### src/rtl/tbus_arbiter.sv
// ============================================================================
//  Module      : tbus_arbiter
//  Description : Round-robin owner selection for a shared tristate net with
//                bounded hold time and a mandatory all-off turnaround gap.
//  Revision    : 1.0 - initial release
// ============================================================================
`default_nettype none

module tbus_arbiter #(
  parameter int N           = 4,
  parameter int MAX_HOLD    = 8,
  parameter int TURN_CYCLES = 1
) (
  input  logic         clk,
  input  logic         rst,
  input  logic [N-1:0] req,
  output logic [N-1:0] gnt,
  output logic [N-1:0] enable,
  output logic         bus_idle,
  output logic         hold_expired
);

  localparam int c_PTR_W  = $clog2(N);
  localparam int c_HOLD_W = $clog2(MAX_HOLD + 1);
  localparam int c_TURN_W = $clog2(TURN_CYCLES + 1);

  localparam logic [c_PTR_W-1:0]  c_LAST     = c_PTR_W'(N - 1);
  localparam logic [c_PTR_W-1:0]  c_PTR_ONE  = c_PTR_W'(1);
  localparam logic [c_HOLD_W-1:0] c_HOLD_MAX = c_HOLD_W'(MAX_HOLD);
  localparam logic [c_HOLD_W-1:0] c_HOLD_ONE = c_HOLD_W'(1);
  localparam logic [c_TURN_W-1:0] c_TURN_MAX = c_TURN_W'(TURN_CYCLES);
  localparam logic [c_TURN_W-1:0] c_TURN_ONE = c_TURN_W'(1);

  localparam logic [1:0] c_ST_IDLE  = 2'd0;
  localparam logic [1:0] c_ST_GRANT = 2'd1;
  localparam logic [1:0] c_ST_TURN  = 2'd2;

  logic [1:0]          r_state;
  logic [c_PTR_W-1:0]  r_own;
  logic [c_PTR_W-1:0]  r_ptr;
  logic [c_HOLD_W-1:0] r_hold_cnt;
  logic [c_TURN_W-1:0] r_turn_cnt;
  logic [N-1:0]        r_gnt;
  logic [N-1:0]        r_enable;
  logic                r_bus_idle;
  logic                r_hold_expired;

  logic [1:0]          w_state_nxt;
  logic [c_PTR_W-1:0]  w_own_nxt;
  logic [c_PTR_W-1:0]  w_ptr_nxt;
  logic [c_HOLD_W-1:0] w_hold_nxt;
  logic [c_TURN_W-1:0] w_turn_nxt;
  logic                w_expire_nxt;
  logic [N-1:0]        w_gnt_nxt;

  logic                w_arb_found;
  logic [c_PTR_W-1:0]  w_arb_idx;
  logic                w_own_req;
  logic                w_limit;
  logic                w_do_arb;

  assign w_own_req = req[r_own];
  assign w_limit   = (r_hold_cnt == c_HOLD_MAX);

  // Rotating search starting at r_ptr; wrap is explicit so N need not be 2^k.
  always_comb begin
    int                 w_sum;
    logic [c_PTR_W-1:0] w_idx;
    w_arb_found = 1'b0;
    w_arb_idx   = '0;
    w_sum       = 0;
    w_idx       = '0;
    for (int k = 0; k < N; k++) begin
      w_sum = int'(r_ptr) + k;
      if (w_sum >= N) begin
        w_sum = w_sum - N;
      end
      w_idx = c_PTR_W'(w_sum);
      if (!w_arb_found && req[w_idx]) begin
        w_arb_found = 1'b1;
        w_arb_idx   = w_idx;
      end
    end
  end

  always_comb begin
    w_state_nxt  = r_state;
    w_own_nxt    = r_own;
    w_ptr_nxt    = r_ptr;
    w_hold_nxt   = r_hold_cnt;
    w_turn_nxt   = r_turn_cnt;
    w_expire_nxt = 1'b0;
    w_do_arb     = 1'b0;

    case (r_state)
      c_ST_GRANT: begin
        if (!w_own_req || w_limit) begin
          w_state_nxt  = c_ST_TURN;
          w_ptr_nxt    = (r_own == c_LAST) ? '0 : r_own + c_PTR_ONE;
          w_turn_nxt   = c_TURN_ONE;
          // A drop on the limit edge is a voluntary release, not an expiry.
          w_expire_nxt = w_own_req && w_limit;
        end else begin
          w_hold_nxt = r_hold_cnt + c_HOLD_ONE;
        end
      end
      c_ST_TURN: begin
        if (r_turn_cnt == c_TURN_MAX) begin
          w_do_arb = 1'b1;
        end else begin
          w_turn_nxt = r_turn_cnt + c_TURN_ONE;
        end
      end
      default: begin
        w_do_arb = 1'b1;
      end
    endcase

    if (w_do_arb) begin
      if (w_arb_found) begin
        w_state_nxt = c_ST_GRANT;
        w_own_nxt   = w_arb_idx;
        w_hold_nxt  = c_HOLD_ONE;
      end else begin
        w_state_nxt = c_ST_IDLE;
      end
    end
  end

  // Outputs are derived from the next state so they can be registered.
  always_comb begin
    w_gnt_nxt = '0;
    if (w_state_nxt == c_ST_GRANT) begin
      w_gnt_nxt[w_own_nxt] = 1'b1;
    end
  end

  always_ff @(posedge clk) begin
    if (rst) begin
      r_state        <= c_ST_IDLE;
      r_own          <= '0;
      r_ptr          <= '0;
      r_hold_cnt     <= '0;
      r_turn_cnt     <= '0;
      r_gnt          <= '0;
      r_enable       <= '1;
      r_bus_idle     <= 1'b1;
      r_hold_expired <= 1'b0;
    end else begin
      r_state        <= w_state_nxt;
      r_own          <= w_own_nxt;
      r_ptr          <= w_ptr_nxt;
      r_hold_cnt     <= w_hold_nxt;
      r_turn_cnt     <= w_turn_nxt;
      r_gnt          <= w_gnt_nxt;
      r_enable       <= ~w_gnt_nxt;
      r_bus_idle     <= (w_gnt_nxt == '0);
      r_hold_expired <= w_expire_nxt;
    end
  end

  assign gnt          = r_gnt;
  assign enable       = r_enable;
  assign bus_idle     = r_bus_idle;
  assign hold_expired = r_hold_expired;

endmodule

`default_nettype wire

### config.mk
export PLATFORM = sky130hd
export DESIGN_NAME = tbus_arbiter
export DESIGN_NICKNAME = d
export VERILOG_FILES = /design/src/rtl/tbus_arbiter.sv
export SDC_FILE = /design/constraint.sdc
export NUM_CORES = 1
export LEC_CHECK = 0
export CORE_UTILIZATION = 40
export DETAILED_ROUTE_END_ITERATION = 12
export GPL_TIMING_DRIVEN = 0
export PLACE_DENSITY = 0.62
export SYNTH_ARGS = -nofsm -noshare
export SYNTH_HDL_FRONTEND = slang
export SYNTH_SLANG_ARGS = --single-unit
### constraint.sdc
create_clock -name clk -period 2.6 [get_ports clk]
set_input_delay 0.52 -clock clk [delete_from_list [all_inputs] [get_ports clk]]
set_output_delay 0.52 -clock clk [all_outputs]
set_load 0.005 [all_outputs]
**Word-level counts from Yosys, hierarchy flattened**

Index checks and enable logic that the tools add are counted.

- Register bits after elaboration: 21
- Input bits: 6
- Output and inout bits: 10
- Logic and storage cells: 95

- $add $sub $neg: 10
- Order comparisons: 11
- Eq/ne operators: 6
- Mux-type cells: 41
- Bitwise operators: 3
- Reduce and logical (&&, ||, !) cells: 15

Operators with widths:

| kind | count |
|---|---|
| 2-bit 2-to-1 mux | 14 |
| 4-bit 2-to-1 mux | 5 |
| 2-bit by 3-bit less-than comparator with 1-bit output (second input constant) | 6 |
| 1-bit 2-to-1 mux | 14 |
| 1-bit binary-select mux with 2-bit select | 5 |
| 3-bit greater-or-equal comparator (second input constant) | 3 |
| 2-bit by 1-bit subtractor with 2-bit output (second input constant) | 4 |
| 2-bit by 2-bit adder with 3-bit output (second input constant) | 2 |
| 1-bit logical AND | 5 |
| 4-bit by 1-bit adder with 4-bit output (second input constant) | 1 |
| 2-bit by 1-bit == test with 1-bit output (second input constant) | 2 |
| 2-bit == test (second input constant) | 2 |
| 4-bit == test (second input constant) | 1 |
| 1-bit zero test | 4 |
| 4-bit zero test | 1 |
| 4-bit inverter | 1 |
| 1-bit case mux with 2 select lines | 2 |
| 2-bit AND reduction | 2 |
| 2-bit by 1-bit adder with 3-bit output (second input constant) | 1 |
| 2-bit by 3-bit greater-or-equal comparator with 1-bit output (second input constant) | 1 |
| 3-bit OR reduction | 1 |
| 2-bit by 1-bit adder with 2-bit output (second input constant) | 1 |
| 1-bit demux with 2-bit select | 1 |
| 2-bit by 1-bit greater-or-equal comparator with 1-bit output (second input constant) | 1 |
| 5 further kinds | 6 |

**Longest topological paths before layout**

Gate-level depths: netlist (run 1).

- Depth after elaboration: 22
- Gate-level depth with buffers: 7
- Depth with buffers taken out: 7

**Worst setup path before layout (run 1)**

OpenSTA, ideal clock, no wires.

- Path type: in2reg
- Start point: input req[0]
- End point: register r_enable[3], in the netlist enable[3]
- Setup time: 0.120 ns
- Data arrival time: 1.702 ns
- Data required time: 2.480 ns
- Slack: 0.778 ns
- Stages: 4
- Path buffers: 0
- Path through: or4_4 > and3_4 > o32a_2 > a211o_1

- Word-level cells in the longest chain between the ends: 20
- Elaborated cells between the ends (all ways): 40
- Classes of those cells: order compare: 2; eq/ne: 1; mux: 27; bitwise: 1; reduce/logical: 9

Ends and longest elaborated chain:

| item | line | text |
|---|---|---|
| from (decl) | 16 | `input logic [N-1:0] req,` |
| 1-bit binary-select mux with 2-bit select | 79 | `if (!w_arb_found && req[w_idx]) begin` |
| 1-bit 2-to-1 mux (implied by the code) | 79 |  |
| 1-bit 2-to-1 mux | 79 |  |
| 1-bit zero test | 79 |  |
| 1-bit logical AND | 79 |  |
| 1-bit 2-to-1 mux | 79 |  |
| 1-bit zero test | 79 |  |
| 1-bit logical AND | 79 |  |
| [... 4 more ...] | - |  |
| 2-bit 2-to-1 mux | 120 | `if (w_arb_found) begin` |
| 2-bit 2-to-1 mux | 119 | `if (w_do_arb) begin` |
| 2-bit by 3-bit less-than comparator with 1-bit output (implied by the code) or 2-bit by 1-bit greater-or-equal comparator with 1-bit output (tied branches) | 134 | `w_gnt_nxt[w_own_nxt] = 1'b1;` |
| 1-bit logical AND (implied by the code) | 134 |  |
| 1-bit 2-to-1 mux (implied by the code) | 134 |  |
| 1-bit demux with 2-bit select | 134 |  |
| 4-bit 2-to-1 mux (*) | 133 | `if (w_state_nxt == c_ST_GRANT) begin` |
| 4-bit inverter (*) | 156 | `r_enable <= ~w_gnt_nxt;` |
| to (signal assigned) | 156 |  |
| to (decl) | 44 | `logic [N-1:0] r_enable;` |

Every way passes the cells marked *; elsewhere a longest branch is shown, timed or not. The select of a mux whose other input is x is not followed.
A chain may end at the register's enable or synchronous reset.

**Final worst setup path (run 1)**

- Start point: input req[0]
- End point: register r_enable[2], in the netlist enable[2]

Same word-level chain as after synthesis.

==> results.yml, run 1 <==
clock_tree:
  postCtsHoldBufs: 0
  path_clk_slew_ns: 0.12
  clockBufferDepth: 2
  cts_sinks: 21
  cts-root-buf: "clkbuf_4"
  clk-insertion-delay-late_ns: 0.30
  cts_setup_buffers: 0
  cts_tree: "yes"
  cts_resized: 0
  numCtsBuffers: 3
  htreeDepth: 1
synthesis:
  synth-edff-count: 0
  ys_warn_count: 0
  ys_seq_elements: 21
  avgSynthCellArea_um2: 9.97
  synthArstFlopShare_pct: 0
  syn-instance-count: 94
  synth_nets: 103
  synth_top_cell_by_area: "dfxtp_1"
  yosys.area.top_type_share_pct: 44.9
  synth_top_flop_cell: "dfxtp_1"
  seq_area_frac_synth_pct: 44.9
  ys_top_cells_by_area: "dfxtp_1 45%, a21oi_1 4.3%, mux2i_1 4.3%, ha_1 4.0%, nor2_1 3.2%"
  synth_cell_types: 35
  syn_area_um2: 937
global_routing:
  grt_first_pass_wirelength_um: 2950
  grtUsageMet1_pct: 19.5
  antenna_found_initial: 0
  use_met2_pct: 24.9
  grt_use_total_pct: 15.5
  overflow: 0
  top_usage_layer: "met2"
  grt_max_degree: 14
  grt.met3_usage_pct: 5.76
  grt_pass1_vias: 669
floorplan:
  die_area_um2: 2540
  die_w_um: 50.4
  coreArea_um2: 2210
  initial_core_util_pct: 42.4
  row_count: 17
  chipHeight_um: 50.4
  io_pins: 16
hold_path:
  hold_class: "flop to flop"
route:
  wirelength_um: 1700
  via_count: 744
  drcViolationCount: 0
  routedWlPerCell_um: 12.1
  drt-vias-per-instance: 5.31
  drtPass1Iterations: 4
  ant_nets: 0
  drt-initial-drc-count: 12
place:
  place_area_um2: 1110
  port_buffers: 14
  dp_cells: 136
  hpwl_um: 1310
  gp_congestion: 0.776
sta:
  hold_viol_final: 0
  fin_crit_sh_pct: 82.2
  holdWs_ns: 0.536
  rsz0062_at_grt: "no"
  worst_pin_slew_ns: 0.478
  fmax_mhz: 468
  finalMaxSlewViolations: 0
  fin_worst_skew_ns: 0.00846
  slew_headroom_pct: 68.0
  setup_viol: 0
  timing.setup.tns_ns: 0
  layout_min_cycle_time_ns: 2.14
worst_setup_path:
  start_kind: "input pin"
  path_cells: "clkdlybuf4s50_1 -> or4_4 -> nand3_1 -> nand2_1 -> a211o_1"
  critPathMaxStageDelay_ns: 0.58
  slowest_stage: "or4_4"
  cp-end-kind: "flop"
  crit_type: "input pin to flop"
  path_buf_inv: 1
  worst_ep_required_time_ns: 2.81
  crit_family: "simple AND/OR/NAND/NOR gates"
  arrival_ns: 2.35
  path_max_fanout: 9
pwr:
  ir_drop_v: 0.000338
  swShare_pct: 29.2
  p_seq_share_pct: 53.0
  p_clk_share_pct: 22.7
  p_switching_w: 0.000205
  power_frac_comb_pct: 24.3
  internal-power_w: 0.000498
  p_leak_nw: 0.419
  power_density_nw_per_um2: 616
  power_w: 0.000703
job:
  drv_cap: 0
finish:
  n_fill_cell: 213
  final_cells: 140
  synthToLayoutAreaGrowth_pct: 21.9
  drive_gt1_share_pct: 10.7
  diodes: 0
  final_cell_area_um2: 1140
  fin_nets: 122
run_status:
  run_status: "completed"
[cell usage after synthesis, types with 2 or more instances]
master / count
mux2i_1: 4
nor4bb_1: 2
nand4_1: 4
a211oi_1: 2
a211o_1: 2
nand2b_1: 4
ha_1: 3
nor2_1: 8
dfxtp_1: 21
nand2_1: 3
a21oi_1: 8
xor2_1: 2
nand3b_1: 2
inv_1: 7
and4_1: 2
[cell families after synthesis]
| group | after synthesis | synth area share [%] |
|---|---|---|
| simple gates | 34 | 23.2 |
| flops | 21 | 44.9 |
| compound gates | 20 | 15.2 |
| buf+inv | 8 | 3.20 |
| mux | 5 | 6.68 |
| xor+xnor | 3 | 2.80 |
| fa+ha+maj | 3 | 4.01 |
[final timing paths]
check	start	slack, ns	to	cells past startpoint
worst max register to register	r_own[0]	0.86	r_ptr[0]	4
worst min register to register	r_hold_cnt[3]	0.54	r_hold_cnt[3]	2
worst max-delay path	req[0]	0.46	enable[2]	5
worst min-delay path	r_hold_cnt[3]	0.54	r_hold_cnt[3]	2
[area by class of cell]
cell class	count	area (µm²)	share of cell area, %
clock inverter	1	7.51	0.657
buffer	1	3.75	0.329
tap	28	35.0	3.07
multi-input combinational	65	487	42.6
inverter	7	26.3	2.30
timing repair buffer	14	140	12.3
sequential	21	420	36.8
clock buffer	3	22.5	1.97
[worst register-to-register path, stage by stage (launching register included)]
cell and delay (ns):
dfxtp_1 0.41, mux4_2 0.59, a21oi_1 0.35, mux2i_1 0.23, nor2_1 0.05
[layout by cell type (no fill, tap or decap), drive strengths merged, types with 3 or more instances in the layout]
master         instances
dfxtp                 21
nand2b                 4
nor2                   8
nand4                  4
nand2                  3
ha                     3
clkdlybuf4s50         14
a21oi                  9
clkbuf                 4
mux2i                  4
inv                    7
[registers in the layout, summed over array words and instances, names as in the netlist]
signal,count
bus_idle,1
enable,4
gnt,4
hold_expired,1
r_hold_cnt,4
r_own,2
r_ptr,2
r_state,2
r_turn_cnt,1
[power by group through the flow]
stage / clock, W / sequential [W] / combinational (W)
CTS: 0.000164 / 0.000373 / 0.000173
detailed placement: 0 / 0.000381 / 0.000172
finish: 0.000159 / 0.000373 / 0.000171
global placement: 0 / 0.000380 / 0.000170
floorplan: 0 / 0.000378 / 0.000109
global route: 0.000177 / 0.000378 / 0.000190
[metal layers]
layer	vias up	share of wire, %
li1	380	-
met1	346	49
met2	16	45
met3	2	5.1
met4	0	0.82
met5	-	0
[stage by stage]
step	util, %	worst slack, ns
after detailed placement	50.3	0.126
after global placement	50.3	0.132
final	51.6	0.462
after global routing	51.6	0.330
after floorplan	-	0.778
after CTS	51.6	0.463
No activity file was read; power rests on OpenSTA's default activity.
==> inputs of run 2 (changes only) <==
==> constraint.sdc (replaced) <==
create_clock -name clk -period 2.1 [get_ports clk]
set_input_delay 0.42 -clock clk [delete_from_list [all_inputs] [get_ports clk]]
set_output_delay 0.42 -clock clk [all_outputs]
set_load 0.005 [all_outputs]
==> results.yml, run 2 (synthesis results as in run 1) <==
pwr:
  p_seq_share_pct: 52.5
  ir_drop_v: 0.000421
  internal-power_w: 0.000619
  p_clk_share_pct: 22.6
  power_frac_comb_pct: 24.9
  p_switching_w: 0.000261
  power_w: 0.000880
  swShare_pct: 29.7
  p_leak_nw: 0.435
  power_density_nw_per_um2: 759
clock_tree:
  numCtsBuffers: 3
  cts_tree: "yes"
  path_clk_slew_ns: 0.12
  clk-insertion-delay-late_ns: 0.31
  cts-root-buf: "clkbuf_4"
  clockBufferDepth: 2
  htreeDepth: 1
  cts_sinks: 21
finish:
  mostFrequentLayoutCells: "21 x dfxtp_1, 13 x clkdlybuf4s50_1, 8 x a21oi_1, 8 x nor2_1, 7 x inv_1"
  synthToLayoutAreaGrowth_pct: 23.8
  final_common_cell: "dfxtp_1"
  final_cells: 140
  fin_nets: 122
  diodes: 0
  drive_gt1_share_pct: 12.5
floorplan:
  die_area_um2: 2540
  die_w_um: 50.4
  chipHeight_um: 50.4
  io_pins: 16
  initial_core_util_pct: 42.4
  row_count: 17
  coreArea_um2: 2210
sta:
  hold_viol_final: 0
  slew_headroom_pct: 67.3
  worst_pin_slew_ns: 0.491
  layout_setup_ws_ns: 0.104
  finalMaxSlewViolations: 0
  layout_min_cycle_time_ns: 2.00
  timing.setup.tns_ns: 0
  fmax_mhz: 501
  fin_crit_sh_pct: 95.0
  rsz0062_at_grt: "no"
  setup_viol: 0
  fin_worst_skew_ns: 0.00931
  holdWs_ns: 0.505
place:
  hpwl_um: 1310
  port_buffers: 14
  dp_cells: 136
  gp_congestion: 0.776
  pre_cts_slack_ns: -0.274
worst_setup_path:
  crit_path_start: "req[1]"
  path_max_fanout: 7
  reg2reg_to: "r_ptr[1]"
  cp-end-kind: "flop"
  critPathMaxStageDelay_ns: 0.56
  rrSetupSlack_ns: 0.37
  r2r-start: "r_own[0]"
  cp-endpoint: "enable[3]"
  worst_ep_required_time_ns: 2.31
  arrival_ns: 2.21
  crit_type: "input pin to flop"
  slowest_stage: "or4_4"
  r2r_cells: 4
  start_kind: "input pin"
  path_cells: "clkdlybuf4s50_1 -> or4_4 -> and3_4 -> o32a_2 -> a211o_1"
route:
  via_count: 735
  drtPass1Iterations: 4
  drcViolationCount: 0
  routedWlPerCell_um: 12.4
  ant_nets: 0
  wirelength_um: 1730
  drt-initial-drc-count: 15
  drt-vias-per-instance: 5.25
global_routing:
  grt_max_degree: 14
  overflow: 0
  grt_first_pass_wirelength_um: 2950
  antenna_found_initial: 0
  grt_pass1_vias: 669
  grt_use_total_pct: 15.5
job:
  drv_cap: 0
run_status:
  run_status: "completed"
hold_path:
  hold_class: "input pin to flop"
## run 2: worst min path at each step
stage | startpoint | cells past startpoint | slack, ns | endpoint
6_report | rst | 2 | 0.51 | r_ptr[0]
5_1_grt | rst | 2 | 0.56 | r_ptr[0]
4_1_cts | rst | 2 | 0.49 | r_ptr[0]
3_5_place_dp | r_hold_cnt[3] | 2 | 0.52 | r_hold_cnt[3]
3_3_place_gp | r_turn_cnt | 2 | 0.50 | r_turn_cnt
2_1_floorplan | r_hold_cnt[3] | 2 | 0.48 | r_hold_cnt[3]
## run 2: what timing repair did
| action | 4_1_cts | 5_1_grt |
|---|---|---|
| setup endpoints to repair | 0 | 5 |
| gates resized for setup | 0 | 4 |
| hold buffers | 0 | 0 |
| buffers inserted | 0 | 0 |
## run 2: area by class of cell
class	count	area, µm²
fillers	210	1050
multi-input cells	65	502
inverters	7	26.3
plain buffers	1	3.75
clock inverters	1	7.51
flip-flops and latches	21	420
clock buffers	3	22.5
well taps	28	35.0
repair buffers	14	143
## run 2: stage by stage
| step | utilization (%) | instance area (µm²) |
|---|---|---|
| after global routing | 52.4 | 1160 |
| final | 52.4 | 1160 |
| after floorplan | - | 937 |
| after detailed placement | 50.3 | 1110 |
| after global placement | 50.3 | 1110 |
| after CTS | 51.6 | 1140 |
## run 2: power by group through the flow
| stage | registers [W] | clock network, W | logic, W |
|---|---|---|---|
| 2_1_floorplan | 0.000468 | 0 | 0.000134 |
| 3_3_place_gp | 0.000470 | 0 | 0.000210 |
| 3_5_place_dp | 0.000471 | 0 | 0.000213 |
| 4_1_cts | 0.000462 | 0.000202 | 0.000214 |
| 5_1_grt | 0.000468 | 0.000219 | 0.000242 |
| 6_report | 0.000462 | 0.000199 | 0.000219 |
## run 2: worst max-delay path: cells and delay by family
| family | cells | cell delay (ns) |
|---|---|---|
| simple gates | 2 | 0.77 |
| buf+inv | 1 | 0.51 |
| compound gates | 2 | 0.50 |
## run 2: layer usage
metal,vias to the layer above,wire length [µm],global-route usage (%),share of wire [%]
met5,-,0,0,0
li1,379,-,-,-
met3,2,83,5.76,4.8
met1,339,842,19.5,49
met4,0,14,4.17,0.81
met2,15,790,24.9,46
==> inputs of run 3 (changes only) <==
--- a/config.mk
+++ b/config.mk
@@ -5,9 +5,11 @@
 export SDC_FILE = /design/constraint.sdc
 export NUM_CORES = 1
 export LEC_CHECK = 0
+export CAP_MARGIN = 40
 export CORE_UTILIZATION = 40
 export DETAILED_ROUTE_END_ITERATION = 12
 export GPL_TIMING_DRIVEN = 0
+export MAX_ROUTING_LAYER = met4
 export PLACE_DENSITY = 0.62
 export SYNTH_ARGS = -nofsm -noshare
 export SYNTH_HDL_FRONTEND = slang
==> results.yml, run 3 (synthesis results as in run 1) <==
sta:
  setup_viol: 0
  worst_pin_slew_ns: 0.491
  layout_min_cycle_time_ns: 2.00
  fin_worst_skew_ns: 0.00936
  hold_viol_final: 0
  holdWs_ns: 0.506
  finalMaxSlewViolations: 0
  rsz0062_at_grt: "no"
  fin_crit_sh_pct: 95.2
  slew_headroom_pct: 67.3
  fmax_mhz: 500
clock_tree:
  cts_setup_buffers: 0
  htreeDepth: 1
  numCtsBuffers: 3
  clockBufferDepth: 2
  cts-root-buf: "clkbuf_4"
  cts_tree: "yes"
  clk-insertion-delay-late_ns: 0.31
  cts_sinks: 21
  cts_resized: 0
  path_clk_slew_ns: 0.12
  postCtsHoldBufs: 0
global_routing:
  grt_pass1_vias: 669
  grt_max_degree: 14
  overflow: 0
  grt_first_pass_wirelength_um: 2950
  grt_use_total_pct: 16.0
  antenna_found_initial: 0
route:
  drt-initial-drc-count: 13
  via_count: 736
  wirelength_um: 1740
  drcViolationCount: 0
  routedWlPerCell_um: 12.4
  ant_nets: 0
  drtPass1Iterations: 4
  drt-vias-per-instance: 5.26
worst_setup_path:
  path_max_fanout: 7
  rrSetupSlack_ns: 0.37
  arrival_ns: 2.21
  cp-end-kind: "flop"
  r2r_cells: 4
  crit_type: "input pin to flop"
  worst_ep_required_time_ns: 2.31
  start_kind: "input pin"
finish:
  fin_util_pct: 52.4
  n_fill_cell: 210
  regArea_um2: 420
  final_common_cell: "dfxtp_1"
  fin_nets: 122
  multiInputGateArea_um2: 502
  mostFrequentLayoutCells: "21 x dfxtp_1, 13 x clkdlybuf4s50_1, 8 x a21oi_1, 8 x nor2_1, 7 x inv_1"
  diodes: 0
  synthToLayoutAreaGrowth_pct: 23.8
  drive_gt1_share_pct: 12.5
pwr:
  p_leak_nw: 0.435
  ir_drop_v: 0.000421
  power_w: 0.000880
  power_density_nw_per_um2: 759
place:
  hpwl_um: 1310
  gp_congestion: 0.787
  port_buffers: 14
floorplan:
  die_area_um2: 2540
  chipHeight_um: 50.4
  io_pins: 16
  die_w_um: 50.4
  initial_core_util_pct: 42.4
  coreArea_um2: 2210
  row_count: 17
job:
  drv_cap: 0
run_status:
  run_status: "completed"
hold_path:
  hold_depth: 2
  hold_class: "input pin to flop"
[run 3: layout make-up]
class                      count  share of cell area [%]
multi-input combinational     65                    43.3
inverter                       7                    2.27
clock buffer                   3                    1.94
tap                           28                    3.02
timing repair buffer          14                    12.3
sequential                    21                    36.2
buffer                         1                   0.324
clock inverter                 1                   0.647
[run 3: metal layers]
layer	share of wire (%)	global-route usage [%]	routed length, µm	vias to the layer above
met5	0	-	0	-
met4	0.81	4.17	14	0
met3	4.0	5.45	70	2
met2	46	24.9	790	15
met1	49	19.7	858	340
li1	-	-	-	379
[run 3: worst max-delay path, stage by stage]
cell and delay, ns:
clkdlybuf4s50_1 0.51, or4_4 0.57, and3_4 0.21, o32a_2 0.23, a211o_1 0.27
[run 3: power by group]
part,switching [W],total (W),internal (W)
Combinational,0.000111,0.000219,0.000109
Sequential,0.0000247,0.000462,0.000438
Clock,0.000126,0.000198,0.0000726
Total,0.000261,0.000880,0.000619
[run 3: worst paths after layout]
check	from	endpoint
max	req[1]	enable[3]
min	rst	r_ptr[0]
max reg2reg	r_own[0]	r_ptr[1]
min reg2reg	r_hold_cnt[3]	r_hold_cnt[3]
[run 3: through the flow]
step | cell area (µm²) | TNS (ns) | worst slack (ns) | cells
4_1_cts | 1140 | 0 | 0.0628 | 140
6_report | 1160 | 0 | 0.101 | 140
2_1_floorplan | 937 | 0 | 0.378 | 94
3_3_place_gp | 1110 | -1.99 | -0.268 | 136
3_5_place_dp | 1110 | -2.16 | -0.274 | 136
5_1_grt | 1160 | 0 | 0.0373 | 140
